--- config.mk ---
export PLATFORM = sky130hd
export DESIGN_NAME = pipe_hazard_ctrl
export DESIGN_NICKNAME = d
export VERILOG_FILES = /design/src/rtl/pipe_hazard_ctrl.sv
export SDC_FILE = /design/constraint.sdc
export NUM_CORES = 1
export LEC_CHECK = 0
export ABC_AREA = 1
export CORE_AREA = 2 2 75 77
export CTS_CLUSTER_DIAMETER = 150
export DETAILED_ROUTE_END_ITERATION = 10
export DIE_AREA = 0 0 77 79
export SLEW_MARGIN = 20
export SYNTH_ARGS = -nofsm -noshare
export SYNTH_HDL_FRONTEND = slang
export SYNTH_SLANG_ARGS = --single-unit
export TNS_END_PERCENT = 20
--- constraint.sdc ---
create_clock -name clk -period 1.95 [get_ports clk]
set_input_delay 0.2925 -clock clk [delete_from_list [all_inputs] [get_ports clk]]
set_output_delay 0.2925 -clock clk [all_outputs]
set_load 0.005 [all_outputs]
--- src/rtl/pipe_hazard_ctrl.sv ---
// Hazard, forwarding and sequencing controller for the 5-stage core; stall/flush/forward are combinational.
// Latency: state, drain counter and stall counter update one cycle after the inputs that trigger them.
module pipe_hazard_ctrl #(
    parameter int REG_AW       = 4,
    parameter bit ZERO_REG     = 1'b1,
    parameter int DRAIN_CYCLES = 4,
    parameter int CNT_W        = 16
) (
    input  logic              clk,
    input  logic              rst,
    input  logic              hlt,
    input  logic [REG_AW-1:0] id_rs,
    input  logic [REG_AW-1:0] id_rt,
    input  logic              id_rs_used,
    input  logic              id_rt_used,
    input  logic              id_ret,
    input  logic [REG_AW-1:0] ex_rs,
    input  logic [REG_AW-1:0] ex_rt,
    input  logic [REG_AW-1:0] ex_rd,
    input  logic              ex_regwrite,
    input  logic              ex_memread,
    input  logic [REG_AW-1:0] mem_rd,
    input  logic              mem_regwrite,
    input  logic [REG_AW-1:0] wb_rd,
    input  logic              wb_regwrite,
    input  logic              wb_ret,
    input  logic              branch_taken,
    output logic              stall_pc,
    output logic              stall_ifid,
    output logic [2:0]        flush,
    output logic [1:0]        fwd_a,
    output logic [1:0]        fwd_b,
    output logic              halted,
    output logic [1:0]        state,
    output logic [CNT_W-1:0]  stall_cnt
);

    localparam logic [1:0] ST_RUN   = 2'b00;
    localparam logic [1:0] ST_RET   = 2'b01;
    localparam logic [1:0] ST_DRAIN = 2'b10;
    localparam logic [1:0] ST_HALT  = 2'b11;

    localparam int            DW         = (DRAIN_CYCLES > 1) ? $clog2(DRAIN_CYCLES) : 1;
    localparam logic [DW-1:0] DRAIN_LOAD = DW'(DRAIN_CYCLES - 1);

    localparam logic [1:0] FWD_RF  = 2'b00;
    localparam logic [1:0] FWD_MEM = 2'b01;
    localparam logic [1:0] FWD_WB  = 2'b10;

    logic [1:0]    cur_state;
    logic [1:0]    nxt_state;
    logic          hlt_pending;
    logic          nxt_hlt_pending;
    logic [DW-1:0] drain_cnt;
    logic [DW-1:0] nxt_drain_cnt;
    logic          load_use;

    // Register 0 is a constant when ZERO_REG is set, so it can never create a dependency.
    function automatic logic reg_match(input logic [REG_AW-1:0] a,
                                       input logic [REG_AW-1:0] b,
                                       input logic              en);
        return en && (a == b) && !(ZERO_REG && (a == '0));
    endfunction

    function automatic logic [1:0] fwd_sel(input logic [REG_AW-1:0] src);
        if (reg_match(mem_rd, src, mem_regwrite))
            return FWD_MEM;
        else if (reg_match(wb_rd, src, wb_regwrite))
            return FWD_WB;
        else
            return FWD_RF;
    endfunction

    assign fwd_a = fwd_sel(ex_rs);
    assign fwd_b = fwd_sel(ex_rt);

    assign load_use = ex_memread && ex_regwrite &&
                      (reg_match(ex_rd, id_rs, id_rs_used) ||
                       reg_match(ex_rd, id_rt, id_rt_used));

    assign state = cur_state;

    always_ff @(posedge clk) begin
        if (rst) begin
            cur_state   <= ST_RUN;
            hlt_pending <= 1'b0;
            drain_cnt   <= '0;
        end else begin
            cur_state   <= nxt_state;
            hlt_pending <= nxt_hlt_pending;
            drain_cnt   <= nxt_drain_cnt;
        end
    end

    always_comb begin
        nxt_state       = cur_state;
        nxt_hlt_pending = hlt_pending;
        nxt_drain_cnt   = drain_cnt;
        case (cur_state)
            ST_RUN: begin
                if (hlt || hlt_pending) begin
                    nxt_state       = ST_DRAIN;
                    nxt_drain_cnt   = DRAIN_LOAD;
                    nxt_hlt_pending = 1'b0;
                end else if (id_ret && !branch_taken && !load_use) begin
                    nxt_state = ST_RET;
                end
            end
            ST_RET: begin
                // A halt seen while waiting is honoured only once the return target is loaded.
                if (wb_ret) begin
                    if (hlt || hlt_pending) begin
                        nxt_state       = ST_DRAIN;
                        nxt_drain_cnt   = DRAIN_LOAD;
                        nxt_hlt_pending = 1'b0;
                    end else begin
                        nxt_state = ST_RUN;
                    end
                end else if (hlt) begin
                    nxt_hlt_pending = 1'b1;
                end
            end
            ST_DRAIN: begin
                if (drain_cnt == '0)
                    nxt_state = ST_HALT;
                else
                    nxt_drain_cnt = drain_cnt - 1'b1;
            end
            default: begin
                nxt_state = ST_HALT;
            end
        endcase
    end

    always_comb begin
        stall_pc   = 1'b0;
        stall_ifid = 1'b0;
        flush      = 3'b000;
        halted     = 1'b0;
        case (cur_state)
            ST_RUN: begin
                // A taken branch squashes the younger instructions, so a load-use stall is moot.
                if (branch_taken) begin
                    flush = 3'b011;
                end else if (load_use) begin
                    stall_pc   = 1'b1;
                    stall_ifid = 1'b1;
                    flush      = 3'b010;
                end
            end
            ST_RET: begin
                stall_pc = !wb_ret;
                flush[0] = 1'b1;
                flush[1] = branch_taken;
            end
            ST_DRAIN: begin
                stall_pc = 1'b1;
                flush[0] = 1'b1;
                flush[1] = branch_taken;
            end
            default: begin
                halted     = 1'b1;
                stall_pc   = 1'b1;
                stall_ifid = 1'b1;
            end
        endcase
    end

    always_ff @(posedge clk) begin
        if (rst)
            stall_cnt <= '0;
        else if (stall_pc && (cur_state != ST_HALT) && (stall_cnt != '1))
            stall_cnt <= stall_cnt + CNT_W'(1);
    end

endmodule

; ---- Word level (Yosys, flattened, before mapping)
; Cells that the tools add are included.
; Widths: inputs -> output; s select.
[word_totals]
reg_bits = 21
input_bits = 40
output_inout_bits = 28
[op_classes]
addsub = 2
n_eq_ne = 15
mux = 27
n_reduce_logical = 38
[op_table]
columns = op, n
row1 = $mux 2, 14
row2 = $eq 4x4->1, 6
row3 = $logic_and 1x1->1, 18
row4 = $add 16x1->16 const B, 1
row5 = $ne 16x16->1 const B, 1
row6 = $logic_not 4->1, 3
row7 = $pmux 2 s3, 2
row8 = $ne 2x2->1 const B, 4
row9 = $mux 1, 7
row10 = $logic_not 1->1, 6
row11 = $ne 3x3->1 const B, 2
row12 = $pmux 1 s2, 3
row13 = $reduce_and 3->1, 2
row14 = $logic_not 2->1, 2
row15 = $pmux 2 s2, 1
row16 = $reduce_bool 3->1, 1
row17 = $reduce_or 3->1, 1
row18 = $eq 2x1->1 const B, 1
row19 = $eq 2x2->1 const B, 1
row20 = $logic_or 1x1->1, 2
row21 = $reduce_and 2->1, 1
row22 = $reduce_bool 2->1, 1
row23 = $reduce_or 2->1, 1
row24 = $sub 2x1->2 const B, 1

; ---- Logic depth before layout (Yosys ltp)
; Gate-level depths: netlist of the first run.
[depth]
word_depth = 10
ltp_mapped = 12
depth_no_buf = 12

; ---- Worst setup path before layout of the first run
; Ideal clock, no wire load.
[synth_path]
kind = flip-flop to flip-flop
start = register stall_cnt[0]
end = register stall_cnt[10]
arrival_time_ps = 1606
t_required_ps = 1818
path_slack_ps = 212
stages_incl_launch_ff = 10
path_buffers = 1
synth_period_minus_slack_ps = 1738
path_cell_list = dfxtp_1 -> ha_1 -> nand3_2 -> nor2_4 -> inv_2 -> nor3_2 -> nand4_2 -> clkbuf_1 -> nand4_1 -> a21oi_1
[synth_between]
elab_chain_len = 2
elab_cells_between_ends = 3
classes_between = 1 x add/sub / 1 x eq/ne / 1 x reduce/logical
[synth_lines]
columns = item, line
row1 = from (decl), 35  ; output logic [CNT_W-1:0] stall_cnt
row2 = from (signal assigned), 173  ; stall_cnt <= stall_cnt + CNT_W'(1);
row3 = "parallel branches: the longest is 2 deep, another holds $add 16x1->16", n/a
; Several ways; the timed one is not identified.
; A chain may end at the register's enable or synchronous reset.

; ---- Final worst setup path of the first run
[layout_path]
start = input ex_rs[0]
end = output fwd_a[1]
[layout_between]
elab_chain_len = 5
elab_cells_between_ends = 8
classes_between = 2 x eq/ne / 2 x mux / 4 x reduce/logical
[layout_lines]
columns = item, line
row1 = from (decl), 17  ; input logic [REG_AW-1:0] ex_rs,
row2 = $eq 4x4->1, 62  ; return en && (a == b) && !(ZERO_REG && (a == '0));
row3 = $logic_and 1x1->1 (2 in a row), 62
row4 = $mux 2, 68  ; else if (reg_match(wb_rd, src, wb_regwrite))
row5 = $mux 2 (*), 66  ; if (reg_match(mem_rd, src, mem_regwrite))
row6 = to (decl), 31  ; output logic [1:0] fwd_a,
; Mark *: on every way between the ends. The rest lies on a longest branch, timed or not.

==> results of run 1 <==
## critical path, cell delays in order
cell and delay, ns:
clkdlybuf4s50_1 0.51, o22ai_1 0.10, a21oi_1 0.11, nand4_1 0.12
nor3_2 0.15, nor2_1 0.06, dlygate4sd2_1 0.27
## stage by stage
| stage | util, % | hold WS (ns) |
|---|---|---|
| floorplan | - | 0.362 |
| global placement | 49.5 | 0.446 |
| detailed placement | 49.5 | 0.454 |
| CTS | 50.4 | 0.469 |
| global route | 50.6 | 0.522 |
| finish | 50.6 | 0.466 |
## registers in the layout, indices dropped and copies added (netlist names)
name and flops:
state 2, stall_cnt 16, drain_cnt 2, hlt_pending 1
## synth_stat cells, drive strengths merged
| master | n | area, sq um |
|---|---|---|
| nand2 | 61 | 231 |
| or4 | 1 | 7.51 |
| a21oi | 24 | 120 |
| a31oi | 3 | 18.8 |
| a221oi | 1 | 8.76 |
| conb | 1 | 3.75 |
| buf | 3 | 26.3 |
| o2111ai | 1 | 8.76 |
| nor2 | 37 | 146 |
| nand3 | 18 | 108 |
| o21ai | 6 | 30.0 |
| nor3 | 11 | 60.1 |
| clkinv | 1 | 3.75 |
| clkbuf | 3 | 11.3 |
| nand4 | 20 | 131 |
| o22ai | 7 | 43.8 |
| o21bai | 1 | 7.51 |
| xnor2 | 8 | 70.1 |
| dfxtp | 21 | 420 |
| ha | 6 | 75.1 |
| xor2 | 9 | 78.8 |
| inv | 45 | 169 |
## final cells by class
cell class	instances	area, sq um
Multi-Input combinational cell	215	1180
Tap cell	72	90.1
Clock buffer	4	45.0
Timing Repair Buffer	86	791
Sequential cell	21	420
Inverter	46	173
Fill cell	580	2640
## path summary, 6_finish.rpt
check / start / endpoint / slack (ns)
setup / recovery: ex_rs[0] / fwd_a[1] / 0.05
hold / removal: drain_cnt[0] / drain_cnt[0] / 0.47
setup reg to reg: stall_cnt[1] / stall_cnt[1] / 0.23
hold reg to reg: drain_cnt[0] / drain_cnt[0] / 0.47
## timing repair
item                       4_1_cts  5_1_grt
gates resized for setup         21        8
hold endpoints to repair         0        0
setup endpoints to repair        8        7
pin swaps                        1        3
## kinds of logic (layout without fill, tap and decap cells)
family          after synthesis  count (layout)  share of synthesized area, %
buf+inv                      52             136                          11.8
simple gates                148             148                          38.4
fa+ha+maj                     6               6                          4.22
other cells                   1               1                         0.211
compound gates               43              43                          13.4
flops                        21              21                          23.6
xor+xnor                     17              17                          8.36
## where the power goes
group          leakage, nW  internal (mW)  switching (mW)  total [mW]
registers            0.171          0.496          0.0386       0.535
logic                0.973          0.533           0.622        1.16
clock network       0.0228          0.146           0.140       0.286
total                 1.17           1.18           0.801        1.98
## metal layers
layer	track usage, %	part of all wire (%)	routed length, um	vias to the layer above
met4	5.36	1.2	66	0
met1	22.4	45	2370	947
met5	0	0	0	-
met2	32.8	50	2640	50
li1	-	-	-	1120
met3	2.39	4.4	233	6
==> summary.txt, run 1 <==
Timing
  – Final worst setup slack: 0.0482 ns
  – Crit share post-route: 97.5%
  – Slew Limit Fails: 0
  – Setup violators final: 0
  – RSZ-0062 raised after global routing: true
  – Final Skew: 0.00226 ns
  – Hold Violations, Final: 0
  – Fmax: around 530 MHz
  – Setup Total Neg Slack: 0 ns
  – Minimum clock period: 1.90 ns

Global routing
  – First-pass GRT wire length: 9.13 mm
  – Pin count of the biggest net entering global routing: 17
  – Initial antenna violation count: 0
  – Vias in the first global route: between 2000 and 2500
  – Grt total ovfl: 0
  – GRT Overall Usage: between 15 and 20%

Setup path
  – Critical Path RT: approximately 1.7 ns
  – Crit Path Max Fanout: 3
  – Crit path kind: in2out
  – Reg2reg path depth: 10
  – Worst setup EP type: output port
  – CP startpoint kind: primary input
  – CP Data Arrival Time: 1.61 ns

Job
  – Max_cap viols: 0

Place
  – Port bufs: 66
  – Gpl congestion: 0.849
  – Dpl ws: -0.382 ns
  – Post-DP HPWL: 4.25 mm
  – Inst Count DP: 440
  – Cell Area, Placed: 2640 sq um

Run status
  – Status: finished clean

CTS
  – CTS tree: done
  – Worst skew pair latency: 0.26 ns
  – Clock transition at path regs: 0.08 ns
  – CTS Hold Bufs: 0
  – CTS Buf Count: 3
  – CTS root buf: clkbuf_8
  – Htree depth: 1
  – Post-CTS Setup Bufs: 0
  – Clk buf depth: 2
  – Number of clock sinks: 21

Layout
  – Ratio of cells with drive above 1 in the final layout: between 10 and 15%
  – Final Cell Area: roughly 2700 sq um
  – Post-route insts no fill: 444
  – Nets: 419
  – Most frequent cells in the layout: nand2_1, clkdlybuf4s50_1, inv_1
  – Most common library cell in the layout ignoring fill and taps: nand2_1
  – Area grow syn2layout: 51.6%
  – Ant. Diodes: 0

Drt
  – WL final: approximately 5.3 mm
  – WL per Instance: 12.0 um
  – DRC: 0
  – Drt via density: 4.78
  – ANT nets after route: 0
  – Pre-antenna DRT Iters: 4
  – Number of DRC markers in iteration 0: about 150
  – Vias: between 2000 and 2500

Die
  – # rows: 27
  – Top-Level Pins: 68
  – Die Footprint: 6080 sq um
  – Initial core utilization: 33.4%
  – Die Ht: 79 um
  – Core area: 5340 sq um
  – Die width: roughly 77 um

Min path
  – Worst Hold Class: reg2reg
  – Hold Crit Depth: 1

Synthesis
  – Cell area after synthesis: around 1800 sq um
  – Post-Synthesis Cells: 288
  – Synth unique cells: 31
  – #FFs+latches synth: 21
  – Synth warnings: 0
  – Syn_area_per_cell: just over 6 sq um
  – Post-synthesis sequential area ratio: 23.6%
  – Net Count, Synth: roughly 330

Pwr
  – Pwr per Cell Area: 732 nW/um^2
  – Lkg Pwr: 1.17 nW
  – Worst vdd ir: about 610 uV
  – Tot Pwr: roughly 2 mW
Note: power is estimated with default switching activity, not from simulation.
==> inputs of run 2 (changes only) <==
--- a/config.mk
+++ b/config.mk
@@ -6,10 +6,11 @@
 export NUM_CORES = 1
 export LEC_CHECK = 0
 export ABC_AREA = 1
-export CORE_AREA = 2 2 75 77
+export CORE_AREA = 2 2 67 69
 export CTS_CLUSTER_DIAMETER = 150
 export DETAILED_ROUTE_END_ITERATION = 10
-export DIE_AREA = 0 0 77 79
+export DIE_AREA = 0 0 69 71
+export PLACE_DENSITY = 0.78
 export SLEW_MARGIN = 20
 export SYNTH_ARGS = -nofsm -noshare
 export SYNTH_HDL_FRONTEND = slang
==> summary.txt, run 2 (same netlist as run 1, synthesis figures left out) <==
Run status
  – Status: finished clean

Setup path
  – Crit path kind: in2out
  – CP Data Arrival Time: 1.64 ns
  – Critical Path RT: about 1.7 ns
  – Crit Path Max Fanout: 3
  – CP startpoint kind: primary input
  – Worst setup EP type: output port
  – Reg2reg path depth: 9

CTS
  – Clock transition at path regs: 0.07 ns
  – Clk buf depth: 2
  – Worst skew pair latency: about 0.26 ns
  – Htree depth: 1
  – CTS Hold Bufs: 0
  – CTS root buf: clkbuf_8
  – Number of clock sinks: 21
  – CTS Buf Count: 3
  – CTS tree: done

Timing
  – Minimum clock period: 1.94 ns
  – Final Skew: 0.00143 ns
  – Setup violators final: 0
  – Hold Violations, Final: 0
  – Relative slew slack: 62.9%
  – Slew Limit Fails: 0
  – Final worst setup slack: about 0.014 ns
  – RSZ-0062 raised after global routing: true
  – Worst-Margin Slew: 0.553 ns
  – Fmax: 517 MHz
  – Crit share post-route: 99.3%

Place
  – Dpl ws: -0.370 ns
  – Port bufs: 66
  – Inst Count DP: 429
  – Gpl congestion: 0.925
  – Post-DP HPWL: approximately 4.2 mm

Layout
  – Ant. Diodes: 0
  – Most frequent cells in the layout: nand2_1, clkdlybuf4s50_1, inv_1
  – Reg area: 425 sq um
  – Biggest register: stall_cnt
  – Nets: 433
  – Most common library cell in the layout ignoring fill and taps: nand2_1
  – Fillers: 361
  – Area grow syn2layout: 59.9%
  – Max reg flops: 16
  – Post-route insts no fill: about 440
  – Area of the multi-input gates: 1240 sq um
  – Ratio of cells with drive above 1 in the final layout: 15.5%

Drt
  – Number of DRC markers in iteration 0: between 100 and 150
  – Drt via density: 5.32
  – WL per Instance: 13.1 um
  – ANT nets after route: 0
  – Pre-antenna DRT Iters: 4
  – WL final: 5.73 mm
  – DRC: 0
  – Vias: roughly 2300

Pwr
  – Pwr per Cell Area: 760 nW/um^2
  – Lkg Pwr: between 1 and 1.5 nW
  – Worst vdd ir: 670 uV
  – Tot Pwr: 2.16 mW

Min path
  – Worst Hold Class: reg2reg
  – Hold Crit Depth: 1

Die
  – Die Ht: 71 um
  – Die width: about 69 um
  – Die Footprint: 4900 sq um
  – # rows: 24
  – Top-Level Pins: 68
  – Core area: 4200 sq um
  – Initial core utilization: 42.4%

Global routing
  – GRT Overall Usage: 22.6%
  – Grt total ovfl: 0
  – Pin count of the biggest net entering global routing: 17
  – First-pass GRT wire length: around 9.5 mm
  – Vias in the first global route: roughly 2200
  – Initial antenna violation count: 0

Job
  – Max_cap viols: 0
run 2: cell types whose count changed in the layout (fill, tap and decap cells not counted), sizes merged:
cell,change
buf,+14
clkdlybuf4s15,+1
clkdlybuf4s50,-1
dlygate4sd2,-2
dlymetal6s2s,+1
nand3,+1
run 2: worst max-delay path, cell delays in order:
cell and delay, ns:
clkdlybuf4s50_1 0.54, o22ai_1 0.09, a21oi_1 0.14, nand4_1 0.11, nor3_2 0.15, nor2_1 0.06, dlygate4sd2_1 0.26
run 2: timing repair:
item | 4_1_cts | 5_1_grt
resized for setup | 21 | 22
endpoints found under the setup margin | 8 | 23
endpoints found under the hold margin | 0 | 0
pin swaps | 2 | 4
gates cloned | 0 | 1
setup buffers | 2 | 2
run 2: layout make-up:
type / instances / area share [%]
Multi-Input combinational cell: 216 / 43.7
Sequential cell: 21 / 14.9
Tap cell: 52 / 2.28
Timing Repair Buffer: 99 / 31.4
Inverter: 46 / 6.06
Clock buffer: 4 / 1.58
run 2: through the flow:
step / hold WS (ns) / area [sq um] / util (%) / TNS [ns]
after global placement: 0.448 / 2690 / 63.9 / -4.19
after global routing: 0.497 / 2850 / 67.7 / -0.169
after CTS: 0.482 / 2750 / 65.5 / -0.0438
after floorplan: 0.362 / 1780 / - / 0
final: 0.477 / 2850 / 67.7 / 0
after detailed placement: 0.472 / 2690 / 63.9 / -5.47
run 2: worst paths after layout:
kind / startpoint / slack (ns) / endpoint
worst min register to register: drain_cnt[0] / 0.48 / drain_cnt[0]
worst min-delay path: drain_cnt[0] / 0.48 / drain_cnt[0]
worst max-delay path: ex_rs[1] / 0.01 / fwd_a[1]
worst max register to register: stall_cnt[1] / 0.15 / stall_cnt[5]
run 2: power by group:
group	internal [mW]	leakage (nW)	switching, mW
Clock	0.145	0.0228	0.137
Sequential	0.503	0.172	0.0615
Combinational	0.626	1.07	0.691
Total	1.27	1.26	0.889
run 2: routing by layer:
layer	vias up	share of wire, %	GRT usage, %
met2	96	52	42.9
met1	1073	42	26.5
li1	1149	-	-
met4	0	1.1	6.75
met5	-	0	0
met3	13	5.1	2.71
